[src/rtl/cpu_pkg.sv]
// Shared definitions for the CPU control path: opcodes, IR field positions,
// sequencer states, opcode classes and the datapath strobe bundle.
package cpu_pkg;

  localparam int OPC_W  = 5;
  localparam int OP_MSB = 31;
  localparam int OP_LSB = 27;

  localparam logic [OPC_W-1:0] OP_ADD  = 5'b00011;
  localparam logic [OPC_W-1:0] OP_SUB  = 5'b00100;
  localparam logic [OPC_W-1:0] OP_AND  = 5'b00101;
  localparam logic [OPC_W-1:0] OP_OR   = 5'b00110;
  localparam logic [OPC_W-1:0] OP_SHR  = 5'b00111;
  localparam logic [OPC_W-1:0] OP_SHRA = 5'b01000;
  localparam logic [OPC_W-1:0] OP_SHL  = 5'b01001;
  localparam logic [OPC_W-1:0] OP_ROR  = 5'b01010;
  localparam logic [OPC_W-1:0] OP_ROL  = 5'b01011;
  localparam logic [OPC_W-1:0] OP_MUL  = 5'b01111;
  localparam logic [OPC_W-1:0] OP_DIV  = 5'b10000;
  localparam logic [OPC_W-1:0] OP_NEG  = 5'b10001;
  localparam logic [OPC_W-1:0] OP_NOT  = 5'b10010;
  localparam logic [OPC_W-1:0] OP_MFHI = 5'b10111;
  localparam logic [OPC_W-1:0] OP_MFLO = 5'b11000;
  localparam logic [OPC_W-1:0] OP_NOP  = 5'b11010;
  localparam logic [OPC_W-1:0] OP_HALT = 5'b11011;

  typedef enum logic [8:0] {
    RST  = 9'h001,
    T0   = 9'h002,
    T1   = 9'h004,
    T2   = 9'h008,
    T3   = 9'h010,
    T4   = 9'h020,
    T5   = 9'h040,
    T6   = 9'h080,
    HALT = 9'h100
  } state_t;

  typedef enum logic [2:0] {
    CLS_NOP, CLS_ALU3, CLS_MULDIV, CLS_MFHI, CLS_MFLO, CLS_UNARY, CLS_HALT
  } op_class_t;

  typedef struct packed {
    logic             run;
    logic [OPC_W-1:0] alu_op;
    logic pc_out, mdr_out, zhigh_out, zlow_out, hi_out, lo_out, r_out, r_in;
    logic gra, grb, grc;
    logic mar_in, pc_in, mdr_in, ir_in, y_in, hi_in, lo_in, zhigh_in, zlow_in;
    logic inc_pc, read;
  } ctrl_t;

  // Undefined opcodes fall into CLS_NOP so they retire after an empty T3.
  function automatic op_class_t op_class(input logic [OPC_W-1:0] op);
    op_class_t c;
    c = CLS_NOP;
    case (op)
      OP_ADD, OP_SUB, OP_AND, OP_OR, OP_SHR,
      OP_SHRA, OP_SHL, OP_ROR, OP_ROL: c = CLS_ALU3;
      OP_MUL, OP_DIV:                  c = CLS_MULDIV;
      OP_MFHI:                         c = CLS_MFHI;
      OP_MFLO:                         c = CLS_MFLO;
      OP_NEG, OP_NOT:                  c = CLS_UNARY;
      OP_HALT:                         c = CLS_HALT;
      default:                         c = CLS_NOP;
    endcase
    return c;
  endfunction

endpackage

[src/rtl/ctrl_decode.sv]
// Purely combinational state + latched opcode -> datapath strobe table.
// Every strobe defaults low; alu_op is nonzero only on the ALU-issue step.
module ctrl_decode
  import cpu_pkg::*;
(
  input  state_t           state,
  input  logic [OPC_W-1:0] opcode,
  output ctrl_t            ctrl
);

  op_class_t cls;
  assign cls = op_class(opcode);

  always_comb begin
    ctrl     = '0;
    ctrl.run = 1'b1;
    case (state)
      T0: begin
        ctrl.pc_out = 1'b1;
        ctrl.mar_in = 1'b1;
        ctrl.inc_pc = 1'b1;
      end
      T1: begin
        ctrl.read   = 1'b1;
        ctrl.mdr_in = 1'b1;
      end
      T2: begin
        ctrl.mdr_out = 1'b1;
        ctrl.ir_in   = 1'b1;
      end
      T3: begin
        case (cls)
          CLS_ALU3:   begin ctrl.grb = 1'b1; ctrl.r_out = 1'b1; ctrl.y_in = 1'b1; end
          CLS_MULDIV: begin ctrl.gra = 1'b1; ctrl.r_out = 1'b1; ctrl.y_in = 1'b1; end
          CLS_MFHI:   begin ctrl.hi_out = 1'b1; ctrl.gra = 1'b1; ctrl.r_in = 1'b1; end
          CLS_MFLO:   begin ctrl.lo_out = 1'b1; ctrl.gra = 1'b1; ctrl.r_in = 1'b1; end
          CLS_UNARY: begin
            ctrl.grb      = 1'b1;
            ctrl.r_out    = 1'b1;
            ctrl.alu_op   = opcode;
            ctrl.zhigh_in = 1'b1;
            ctrl.zlow_in  = 1'b1;
          end
          default: ;
        endcase
      end
      T4: begin
        case (cls)
          CLS_ALU3, CLS_MULDIV: begin
            // Second operand comes from Rc for ALU ops, Rb for mul/div.
            ctrl.grc      = (cls == CLS_ALU3);
            ctrl.grb      = (cls == CLS_MULDIV);
            ctrl.r_out    = 1'b1;
            ctrl.alu_op   = opcode;
            ctrl.zhigh_in = 1'b1;
            ctrl.zlow_in  = 1'b1;
          end
          CLS_UNARY: begin ctrl.zlow_out = 1'b1; ctrl.gra = 1'b1; ctrl.r_in = 1'b1; end
          default: ;
        endcase
      end
      T5: begin
        case (cls)
          CLS_ALU3:   begin ctrl.zlow_out = 1'b1; ctrl.gra = 1'b1; ctrl.r_in = 1'b1; end
          CLS_MULDIV: begin ctrl.zlow_out = 1'b1; ctrl.lo_in = 1'b1; end
          default: ;
        endcase
      end
      T6: begin
        ctrl.zhigh_out = 1'b1;
        ctrl.hi_in     = 1'b1;
      end
      HALT: ctrl.run = 1'b0;
      default: ;
    endcase
  end

endmodule

[src/rtl/control_sequencer.sv]
// Moore T-state sequencer: owns the state and latched-opcode registers and
// drives the datapath strobes through ctrl_decode; mem_ready only gates T1.
module control_sequencer
  import cpu_pkg::*;
#(
  parameter int OPW = 5,
  parameter int IRW = 32
) (
  input  logic           clock,
  input  logic           clear,
  input  logic [IRW-1:0] IR,
  input  logic           mem_ready,
  output logic           PCout,
  output logic           MDRout,
  output logic           Zhighout,
  output logic           Zlowout,
  output logic           HIout,
  output logic           LOout,
  output logic           Rout,
  output logic           Rin,
  output logic           Gra,
  output logic           Grb,
  output logic           Grc,
  output logic           MARin,
  output logic           PCin,
  output logic           MDRin,
  output logic           IRin,
  output logic           Yin,
  output logic           HIin,
  output logic           LOin,
  output logic           ZHighIn,
  output logic           ZLowIn,
  output logic           IncPC,
  output logic           Read,
  output logic [OPW-1:0] alu_op,
  output logic           run
);

  state_t         state_q, state_d;
  logic [OPW-1:0] opcode_q, opcode_d;
  op_class_t      cls;
  ctrl_t          ctrl;
  logic           unused_ir_bits;

  assign cls            = op_class(opcode_q);
  assign unused_ir_bits = ^IR[OP_LSB-1:0];

  always_comb begin
    state_d  = state_q;
    opcode_d = opcode_q;
    case (state_q)
      RST: state_d = T0;
      T0:  state_d = T1;
      T1:  if (mem_ready) state_d = T2;
      T2: begin
        state_d  = T3;
        opcode_d = IR[OP_MSB:OP_LSB];
      end
      T3: begin
        case (cls)
          CLS_ALU3, CLS_MULDIV, CLS_UNARY: state_d = T4;
          CLS_HALT:                        state_d = HALT;
          default:                         state_d = T0;
        endcase
      end
      T4:   state_d = (cls == CLS_UNARY)  ? T0 : T5;
      T5:   state_d = (cls == CLS_MULDIV) ? T6 : T0;
      T6:   state_d = T0;
      HALT: state_d = HALT;
      default: state_d = RST;
    endcase
  end

  always_ff @(posedge clock or negedge clear) begin
    if (!clear) begin
      state_q  <= RST;
      opcode_q <= '0;
    end else begin
      state_q  <= state_d;
      opcode_q <= opcode_d;
    end
  end

  ctrl_decode u_decode (
    .state  (state_q),
    .opcode (opcode_q),
    .ctrl   (ctrl)
  );

  assign PCout    = ctrl.pc_out;
  assign MDRout   = ctrl.mdr_out;
  assign Zhighout = ctrl.zhigh_out;
  assign Zlowout  = ctrl.zlow_out;
  assign HIout    = ctrl.hi_out;
  assign LOout    = ctrl.lo_out;
  assign Rout     = ctrl.r_out;
  assign Rin      = ctrl.r_in;
  assign Gra      = ctrl.gra;
  assign Grb      = ctrl.grb;
  assign Grc      = ctrl.grc;
  assign MARin    = ctrl.mar_in;
  assign PCin     = ctrl.pc_in;
  assign MDRin    = ctrl.mdr_in;
  assign IRin     = ctrl.ir_in;
  assign Yin      = ctrl.y_in;
  assign HIin     = ctrl.hi_in;
  assign LOin     = ctrl.lo_in;
  assign ZHighIn  = ctrl.zhigh_in;
  assign ZLowIn   = ctrl.zlow_in;
  assign IncPC    = ctrl.inc_pc;
  assign Read     = ctrl.read;
  assign alu_op   = ctrl.alu_op;
  assign run      = ctrl.run;

  // The shared bus and the register-field selects must never be double-driven.
  assert property (@(posedge clock) disable iff (!clear)
    $onehot0({PCout, MDRout, Zhighout, Zlowout, HIout, LOout, Rout}));
  assert property (@(posedge clock) disable iff (!clear)
    $onehot0({Gra, Grb, Grc}));

endmodule

[config.mk]
export PLATFORM = sky130hd
export DESIGN_NAME = control_sequencer
export DESIGN_NICKNAME = d
export VERILOG_FILES = /design/src/rtl/cpu_pkg.sv /design/src/rtl/ctrl_decode.sv /design/src/rtl/control_sequencer.sv
export SDC_FILE = /design/constraint.sdc
export NUM_CORES = 1
export LEC_CHECK = 0
export ABC_AREA = 1
export BUFFER_PORTS_ARGS = -buffer_cell sky130_fd_sc_hd__buf_2
export CORE_ASPECT_RATIO = 1.2
export CORE_UTILIZATION = 41
export DETAILED_ROUTE_END_ITERATION = 8
export PLACE_DENSITY_LB_ADDON = 0.3
export SLEW_MARGIN = 20
export SYNTH_ARGS = -nofsm -noshare
export SYNTH_HDL_FRONTEND = slang
export SYNTH_SLANG_ARGS = --single-unit
[constraint.sdc]
create_clock -name clock -period 1.6 [get_ports clock]
set_clock_uncertainty 0.1 [all_clocks]
set_input_delay 0 -clock clock [delete_from_list [all_inputs] [get_ports clock]]
set_output_delay 0 -clock clock [all_outputs]
set_load 0.02 [all_outputs]
==> results.tsv, run 1 <==
metric	value	unit
area_growth	70.1	%
chipWidth	51.4	µm
status	finished, violations left	
hold_viol_final	0	
cp_num_buf_inv	4	
clk_pin_slew_worst_paths	0.09	ns
synth-main-ff-cell	dfrtp_1	
nNetsFinal	287	
drcViolationCount	0	
h-tree-depth	1	
rsz0062_at_grt	yes	
wl_per_cell	12.0	µm
synth.distinct_cells	30	
dpl.hpwl	2230	µm
core	2790	µm²
root_buffer	clkbuf_4	
std_cell_rows	21	
gr-usage-all-layers	0.228	
num_io_pins	63	
endpoint_kind	output port	
clk_path_buf_depth	2	
netlist.area_leader.share	0.271	
slew_viol_final	0	
peakVddDrop	0.969	mV
cpPeakStageDelay	0.40	ns
antenna_found_initial	0	
synthTopCellsByArea	dfrtp_1, nand2_1, inv_1	
async_flop_share	1.00	
grt_max_degree	15	
seq_area_frac_synth	0.293	
hold_class	in2async	
place_inst	260	
die_area	3140	µm²
viasPerCell	4.63	
final_cells	283	
antenna_left	0	
synth_top_cell_by_area	dfrtp_1	
gp_congestion	0.827	
overflow	0	
period_share	1.34	
crit_slowest_cell	dfrtp_1	
worst_ep_arrival_time	2.04	ns
fp.dieH	61.2	µm
drtIter0Drc	12	
fin_ws	-0.544	ns
wl	3400	µm
n_antenna_cell	0	
period_minus_slack	2.14	ns
setup-violations-final	31	
crit_family	simple AND/OR/NAND/NOR gates	
grt_pass1_vias	1238	
grt_first_pass_wirelength	5130	µm
yosysMostFrequentCell	nand2_1	
insertion_delay	0.29	ns
cts_tree	yes	
cts.sink_count	14	
critPathLaunchType	flip-flop	
cts_buffers	3	
vias	1311	
worstPathCellList	inv_2, ha_4, nand2_2, inv_2, nor3_4, inv_2, nand3_2, nand2_2, nor2_4, nand2_2, buf_4	
violations	negative setup slack	
leakagePower	1.12	nW
criticalPathCategory	reg2out	
synth_cells	174	
worstPathMaxFanout	5	
ys_seq_elements	14	
fin_hold_ws	0.0307	ns
synth-edff-count	0	
syn_avg_cell_area	6.89	µm²
fmax	0.466	GHz
syn-num-nets	211	
drt_pass1_iterations	4	
crit_required	1.50	ns
netlist_area	1200	µm²
start_util	0.430	
power.total	2.73	mW
utilization	0.732	
yosys-top-cells-count	nand2_1, inv_1, nor2_1	
powerDensity	1340	nW/µm²
max-cap-violations	0	
drive_above_1_share	0.606	
numPortBuffers	34	
synth_warnings	0	
-- what timing repair did --
item / CTS / global route
gates cloned: 0 / 0
hold buffers: 7 / 0
buffers inserted: 10 / 3
endpoints found under the setup margin: 33 / 34
hold endpoints to repair: 21 / 0
resized for setup: 45 / 40
pin swaps: 20 / 14
-- worst register-to-register path, cell delays in order (launching register included) --
cell	delay, ns
dfrtp_1	0.40
inv_2	0.09
ha_4	0.21
nand2_2	0.06
inv_2	0.04
nor3_4	0.27
inv_2	0.14
nand4_2	0.14
nand2_2	0.07
buf_4	0.13
-- kinds of logic (layout without fill, tap and decap cells) --
logic type,after synthesis,count (layout),share of synthesized area
buffers and inverters,47,122,0.180
AND/OR/NAND/NOR,101,101,0.462
AO/OA/AOI/OAI,9,9,0.0407
flip-flops,14,14,0.293
other,1,1,0.00313
adder cells (fa/ha/maj),2,2,0.0209
-- worst paths after layout --
path | start | end | slack, ns | cells after the start
worst max-delay path | opcode_q[1]$_DFFE_PN0P_ | Gra | -0.54 | 11
worst min-delay path | clear | state_q[5]$_DFFE_PN0P_ | 0.03 | 2
worst max register to register | opcode_q[1]$_DFFE_PN0P_ | state_q[5]$_DFFE_PN0P_ | -0.15 | 9
worst min register to register | opcode_q[3]$_DFFE_PN0P_ | opcode_q[3]$_DFFE_PN0P_ | 0.53 | 2
max in group asynchronous | clear | state_q[0]$_DFFE_PN1P_ | 1.07 | 2
min in group clock | IR[30] | opcode_q[3]$_DFFE_PN0P_ | 0.34 | 4
-- placed cells by master, fill, tap and decap left out, types with 3 or more instances in the layout --
cell type / synthesis / layout
nand3_2: 2 / 5
nor2_4: 1 / 8
nand2_1: 37 / 23
nand4_1: 7 / 7
dfrtp_1: 13 / 12
inv_2: 7 / 20
o21ai_0: 6 / 5
nor2_2: 6 / 5
nor3_4: 2 / 3
nor2_1: 18 / 12
nand2_2: 5 / 18
buf_2: 0 / 9
inv_1: 30 / 16
clkbuf_4: 0 / 3
nand3_1: 13 / 9
buf_4: 7 / 41
dlygate4sd3_1: 0 / 7
buf_6: 1 / 22
-- per-stage QoR --
stage | TNS [ns] | area, µm² | setup slack, ns
2_1_floorplan | -0.151 | 1250 | -0.0308
3_3_place_gp | -1.29 | 1590 | -0.124
3_5_place_dp | -1.80 | 1590 | -0.159
4_1_cts | -6.89 | 1890 | -0.452
5_1_grt | -12.29 | 2040 | -0.645
6_report | -8.45 | 2040 | -0.544
-- state kept, by name, summed over array words and instances, names as in the netlist --
signal    count
opcode_q      5
state_q       9
-- power by group --
group	internal (mW)	leakage [nW]	switching (mW)	total, mW
Clock	0.139	0.0210	0.127	0.266
Sequential	0.468	0.171	0.146	0.614
Combinational	0.807	0.933	1.04	1.85
-- final cells by class --
class	instances	area, µm²
tap	34	42.5
timing repair buffer	79	671
inverter	39	155
clock buffer	4	36.3
multi-input combinational	113	782
sequential	14	353
fill	207	746
-- per-layer routing --
layer | vias to the layer above | global-route usage | share of wire
met5 | - | 0 | 0
met4 | 0 | 0.0888 | 0.012
met3 | 6 | 0.0494 | 0.031
met2 | 26 | 0.471 | 0.58
met1 | 602 | 0.215 | 0.38
li1 | 677 | - | -
No activity file was read; power rests on OpenSTA's default activity.
==> inputs of run 2 (changes only) <==
==> constraint.sdc (replaced) <==
create_clock -name clock -period 1.83 [get_ports clock]
set_clock_uncertainty 0.1 [all_clocks]
set_input_delay 0 -clock clock [delete_from_list [all_inputs] [get_ports clock]]
set_output_delay 0 -clock clock [all_outputs]
set_load 0.02 [all_outputs]
==> run 2 against run 1 <==
Effect of this change:
- the run still ends with negative setup slack left
- power decreased by 22%
- first-iteration DRC count is 67% higher
- design area down 15%
- worst setup slack improved by 0.31 ns
- die area stayed put
- final cell count fell by 9.2%
- critical path depth decreased by 1
- core utilization fell by 11 points
- flip-flop and latch count unchanged
- sequential share of layout area is 3.1 points higher
==> results.tsv, run 2 (synthesized netlist as in run 1, its figures left out) <==
metric	value	unit
overflow	0	
clk_path_buf_depth	2	
wl	2750	µm
fillers	288	
vias	1197	
period_minus_slack	2.06	ns
fin_ws	-0.231	ns
dpl.hpwl	1920	µm
peakVddDrop	0.849	mV
viasPerCell	4.66	
cts_buffers	3	
antenna_left	0	
n_antenna_cell	0	
crit_required	1.73	ns
layout_common_cells	nand2_1, inv_1, buf_2	
worstPathMaxFanout	5	
die_area	3140	µm²
met2_usage	0.371	
powerDensity	1230	nW/µm²
cts_tree	yes	
hold_class	in2async	
root_buffer	clkbuf_4	
insertion_delay	0.28	ns
final_common_cell	nand2_1	
antenna_found_initial	0	
status	finished, violations left	
fmax	0.485	GHz
cts.sink_count	14	
num_io_pins	63	
criticalPathCategory	reg2out	
final_cells	257	
wl_per_cell	10.7	µm
place_inst	238	
critPathLaunchType	flip-flop	
grt.busiest_layer	met2	
top_register	state_q	
start_util	0.430	
rsz0062_at_grt	yes	
worst_ep_arrival_time	1.96	ns
max-cap-violations	0	
fp.dieH	61.2	µm
std_cell_rows	21	
clk_pin_slew_worst_paths	0.09	ns
endpoint_kind	output port	
fin_hold_ws	0.0393	ns
violations	negative setup slack	
reg2reg_slack	0.12	ns
slew_viol_final	0	
place_ws	0.00779	ns
drt_pass1_iterations	4	
grt_first_pass_wirelength	4490	µm
setup-violations-final	15	
use_met3	0.0370	
h-tree-depth	1	
gr-usage-all-layers	0.191	
hold_viol_final	0	
core	2790	µm²
grt_max_degree	15	
period_share	1.13	
crit_start	opcode_q[1]$_DFFE_PN0P_	
grt_pass1_vias	1081	
drive_above_1_share	0.484	
met1_usage	0.207	
reg_top3	state_q (9), opcode_q (5)	
leakagePower	0.999	nW
drtIter0Drc	20	
gp_congestion	0.828	
nNetsFinal	261	
largest_reg_flops	9	
drcViolationCount	0	
area_growth	44.5	%
numPortBuffers	34	
chipWidth	51.4	µm
r2r_start	opcode_q[1]$_DFFE_PN0P_	
==> run 2: changes by cell type in the layout (fill, tap and decap cells not counted), moves of 4 or more <==
| cell | before | now |
|---|---|---|
| buf_2 | 9 | 19 |
| buf_4 | 41 | 13 |
| buf_6 | 22 | 14 |
| inv_1 | 16 | 21 |
| inv_2 | 20 | 16 |
| nand2_1 | 23 | 28 |
| nand2_2 | 18 | 12 |
| nor2_1 | 12 | 16 |
| nor2_4 | 8 | 4 |
==> run 2: metrics by stage <==
stage                     cell area (µm²)  TNS [ns]   util  power [mW]
after floorplan                      1200         0      -        1.42
after global placement               1380         0  0.495        1.62
after detailed placement             1380         0  0.495        1.63
after CTS                            1590     -2.81  0.571        1.96
after global routing                 1730     -4.91  0.622        2.32
final                                1730     -2.43  0.622        2.13
==> run 2: layout make-up <==
class / count / area (µm²) / share of cell area
timing repair buffer: 53 / 420 / 0.243
inverter: 39 / 153 / 0.0882
sequential: 14 / 353 / 0.204
clock buffer: 4 / 36.3 / 0.0210
tap: 34 / 42.5 / 0.0246
multi-input combinational: 113 / 727 / 0.420
==> run 2: worst paths after layout <==
| check | to | depth (start not counted) |
|---|---|---|
| worst max register to register | state_q[5]$_DFFE_PN0P_ | 9 |
| worst min-delay path | state_q[2]$_DFFE_PN0P_ | 2 |
| min in group clock | state_q[2]$_DFFE_PN0P_ | 3 |
| worst max-delay path | Zlowout | 10 |
| max in group asynchronous | state_q[0]$_DFFE_PN1P_ | 2 |
| worst min register to register | opcode_q[3]$_DFFE_PN0P_ | 2 |
==> run 2: power by group <==
part	switching (mW)	internal (mW)
sequential	0.123	0.410
combinational	0.840	0.534
clock	0.105	0.121
total	1.07	1.06
==> run 2: layer usage <==
layer  wire length (µm)  vias to the layer above
li1                   -                      629
met1               1170                      541
met2               1480                       25
met3                 83                        2
met4                  9                        0
met5                  0                        -
==> run 2: what timing repair did <==
item / 4_1_cts / 5_1_grt
resized for setup: 30 / 33
hold buffers: 7 / 0
setup buffers: 3 / 5
pin swaps: 9 / 10
endpoints found under the setup margin: 18 / 27
hold endpoints to repair: 21 / 0
==> run 2: worst max-delay path: stages, from the launching register on <==
cell,delay [ns]
dfrtp_1,0.40
inv_2,0.09
ha_4,0.21
nand2_2,0.07
inv_2,0.04
nor3_4,0.25
inv_2,0.12
nand3_2,0.11
nor2_2,0.05
or2_1,0.22
buf_6,0.13
==> inputs of run 3 (changes only) <==
--- a/config.mk
+++ b/config.mk
@@ -11,6 +11,7 @@
 export CORE_UTILIZATION = 41
 export DETAILED_ROUTE_END_ITERATION = 8
 export PLACE_DENSITY_LB_ADDON = 0.3
+export SKIP_LAST_GASP = 1
 export SLEW_MARGIN = 20
 export SYNTH_ARGS = -nofsm -noshare
 export SYNTH_HDL_FRONTEND = slang
==> run 3 against run 2 <==
Effect of this change:
- count of clock-buffer cells in the layout unchanged
- critical path type unchanged
- combinational power about the same
- critical path depth unchanged
- the flow still finishes with violations (negative setup slack)
- largest power group unchanged
- critical endpoint unchanged
- worst hold slack about the same
- global-route usage unchanged
- first-iteration DRC count down 10%
- sequential share of layout area up 0.12 points
- largest cell class unchanged
- power down 0.66%
- wire length down 0.11%
==> results.tsv, run 3 (synthesized netlist as in run 1, its figures left out) <==
metric	value	unit
status	finished, violations left	
violations	negative setup slack	
power.total	2.12	mW
overflow	0	
seqCellArea	353	µm²
multi_input_area	717	µm²
setup-violations-final	15	
critPathLaunchType	flip-flop	
r2r_start	opcode_q[1]$_DFFE_PN0P_	
slew_viol_final	0	
die_area	3140	µm²
chipWidth	51.4	µm
grt_pass1_vias	1081	
root_buffer	clkbuf_4	
viasPerCell	4.67	
wl_per_cell	10.7	µm
cts_tree	yes	
antenna_left	0	
fp.dieH	61.2	µm
crit_required	1.73	ns
fin_area	1720	µm²
max-cap-violations	0	
drt_pass1_iterations	4	
numPortBuffers	34	
area_growth	43.6	%
rsz0062_at_grt	yes	
gr-usage-all-layers	0.191	
h-tree-depth	1	
gp_congestion	0.828	
criticalPathCategory	reg2out	
std_cell_rows	21	
reg_top3	state_q (9), opcode_q (5)	
period_share	1.13	
worstPathMaxFanout	5	
cpPeakStageDelay	0.40	ns
nNetsFinal	261	
clk_pin_slew_worst_paths	0.09	ns
fin_hold_ws	0.0392	ns
num_io_pins	63	
drive_above_1_share	0.475	
endpoint_kind	output port	
insertion_delay	0.28	ns
period_minus_slack	2.06	ns
drtIter0Drc	18	
post_dp_cell_area	1380	µm²
fmax	0.485	GHz
drcViolationCount	0	
grt_first_pass_wirelength	4490	µm
wl	2750	µm
reg2reg_slack	0.12	ns
place_inst	238	
hold_viol_final	0	
dpl.hpwl	1920	µm
r2r_end	state_q[5]$_DFFE_PN0P_	
vias	1200	
final_cells	257	
antenna_found_initial	0	
fin_ws	-0.231	ns
hold_class	in2async	
cpMostUsedCell	inv_2	
layout_common_cells	nand2_1, inv_1, buf_2	
peakVddDrop	0.845	mV
leakagePower	0.996	nW
powerDensity	1230	nW/µm²
n_antenna_cell	0	
largest_reg_flops	9	
start_util	0.430	
clk_path_buf_depth	2	
crit_slowest_cell	dfrtp_1	
cts_buffers	3	
final_common_cell	nand2_1	
worstPathCellList	inv_2, ha_4, nand2_2, inv_2, nor3_4, inv_2, nand3_2, nor2_2, or2_1, buf_6	
top_register	state_q	
worstRegToRegCells	9	
place_ws	0.00779	ns
tns	-2.46	ns
grt_max_degree	15	
cts.sink_count	14	
core	2790	µm²
worst_ep_arrival_time	1.96	ns
fillers	287	
utilization	0.618	
## run 3: critical path: cells and delay by family, from the launching register on
kind                       cells  cell delay, ns
adders and majority gates      1            0.21
buffers and inverters          4            0.39
DFF                            1            0.40
and+or+nand+nor                5            0.70
## run 3: timing repair
item                                    4_1_cts  5_1_grt
buffers inserted                              3        5
endpoints found under the setup margin       18       27
pin swaps                                     9       10
hold endpoints to repair                     21        0
hold buffers                                  7        0
resized for setup                            30       30
## run 3: worst max-delay path by stage
stage | startpoint | end | slack (ns) | depth (start not counted)
finish | opcode_q[1]$_DFFE_PN0P_ | Zlowout | -0.23 | 10
global route | opcode_q[3]$_DFFE_PN0P_ | alu_op[3] | -0.40 | 10
CTS | opcode_q[1]$_DFFE_PN0P_ | Zlowout | -0.24 | 10
detailed placement | opcode_q[0]$_DFFE_PN0P_ | Zlowout | 0.008 | 9
global placement | opcode_q[0]$_DFFE_PN0P_ | Zlowout | 0.02 | 9
floorplan | state_q[3]$_DFFE_PN0P_ | state_q[0]$_DFFE_PN1P_ | 0.04 | 7
## run 3: routing by layer
layer / up-vias / share of wire / GRT usage
met5: - / 0 / 0
met4: 0 / 0.0033 / 0.0579
met3: 2 / 0.032 / 0.0370
met2: 27 / 0.54 / 0.371
met1: 545 / 0.43 / 0.207
li1: 626 / - / -
## run 3: final cells by class
class                           count  area share
Clock buffer                        4      0.0211
Inverter                           39      0.0887
Timing Repair Buffer               53       0.244
Multi-Input combinational cell    113       0.416
Tap cell                           34      0.0247
Sequential cell                    14       0.205
## run 3: where the power goes
part	leakage, nW	switching [mW]	total [mW]	internal [mW]
Sequential	0.171	0.123	0.532	0.410
Combinational	0.804	0.833	1.36	0.530
Clock	0.0210	0.102	0.223	0.121
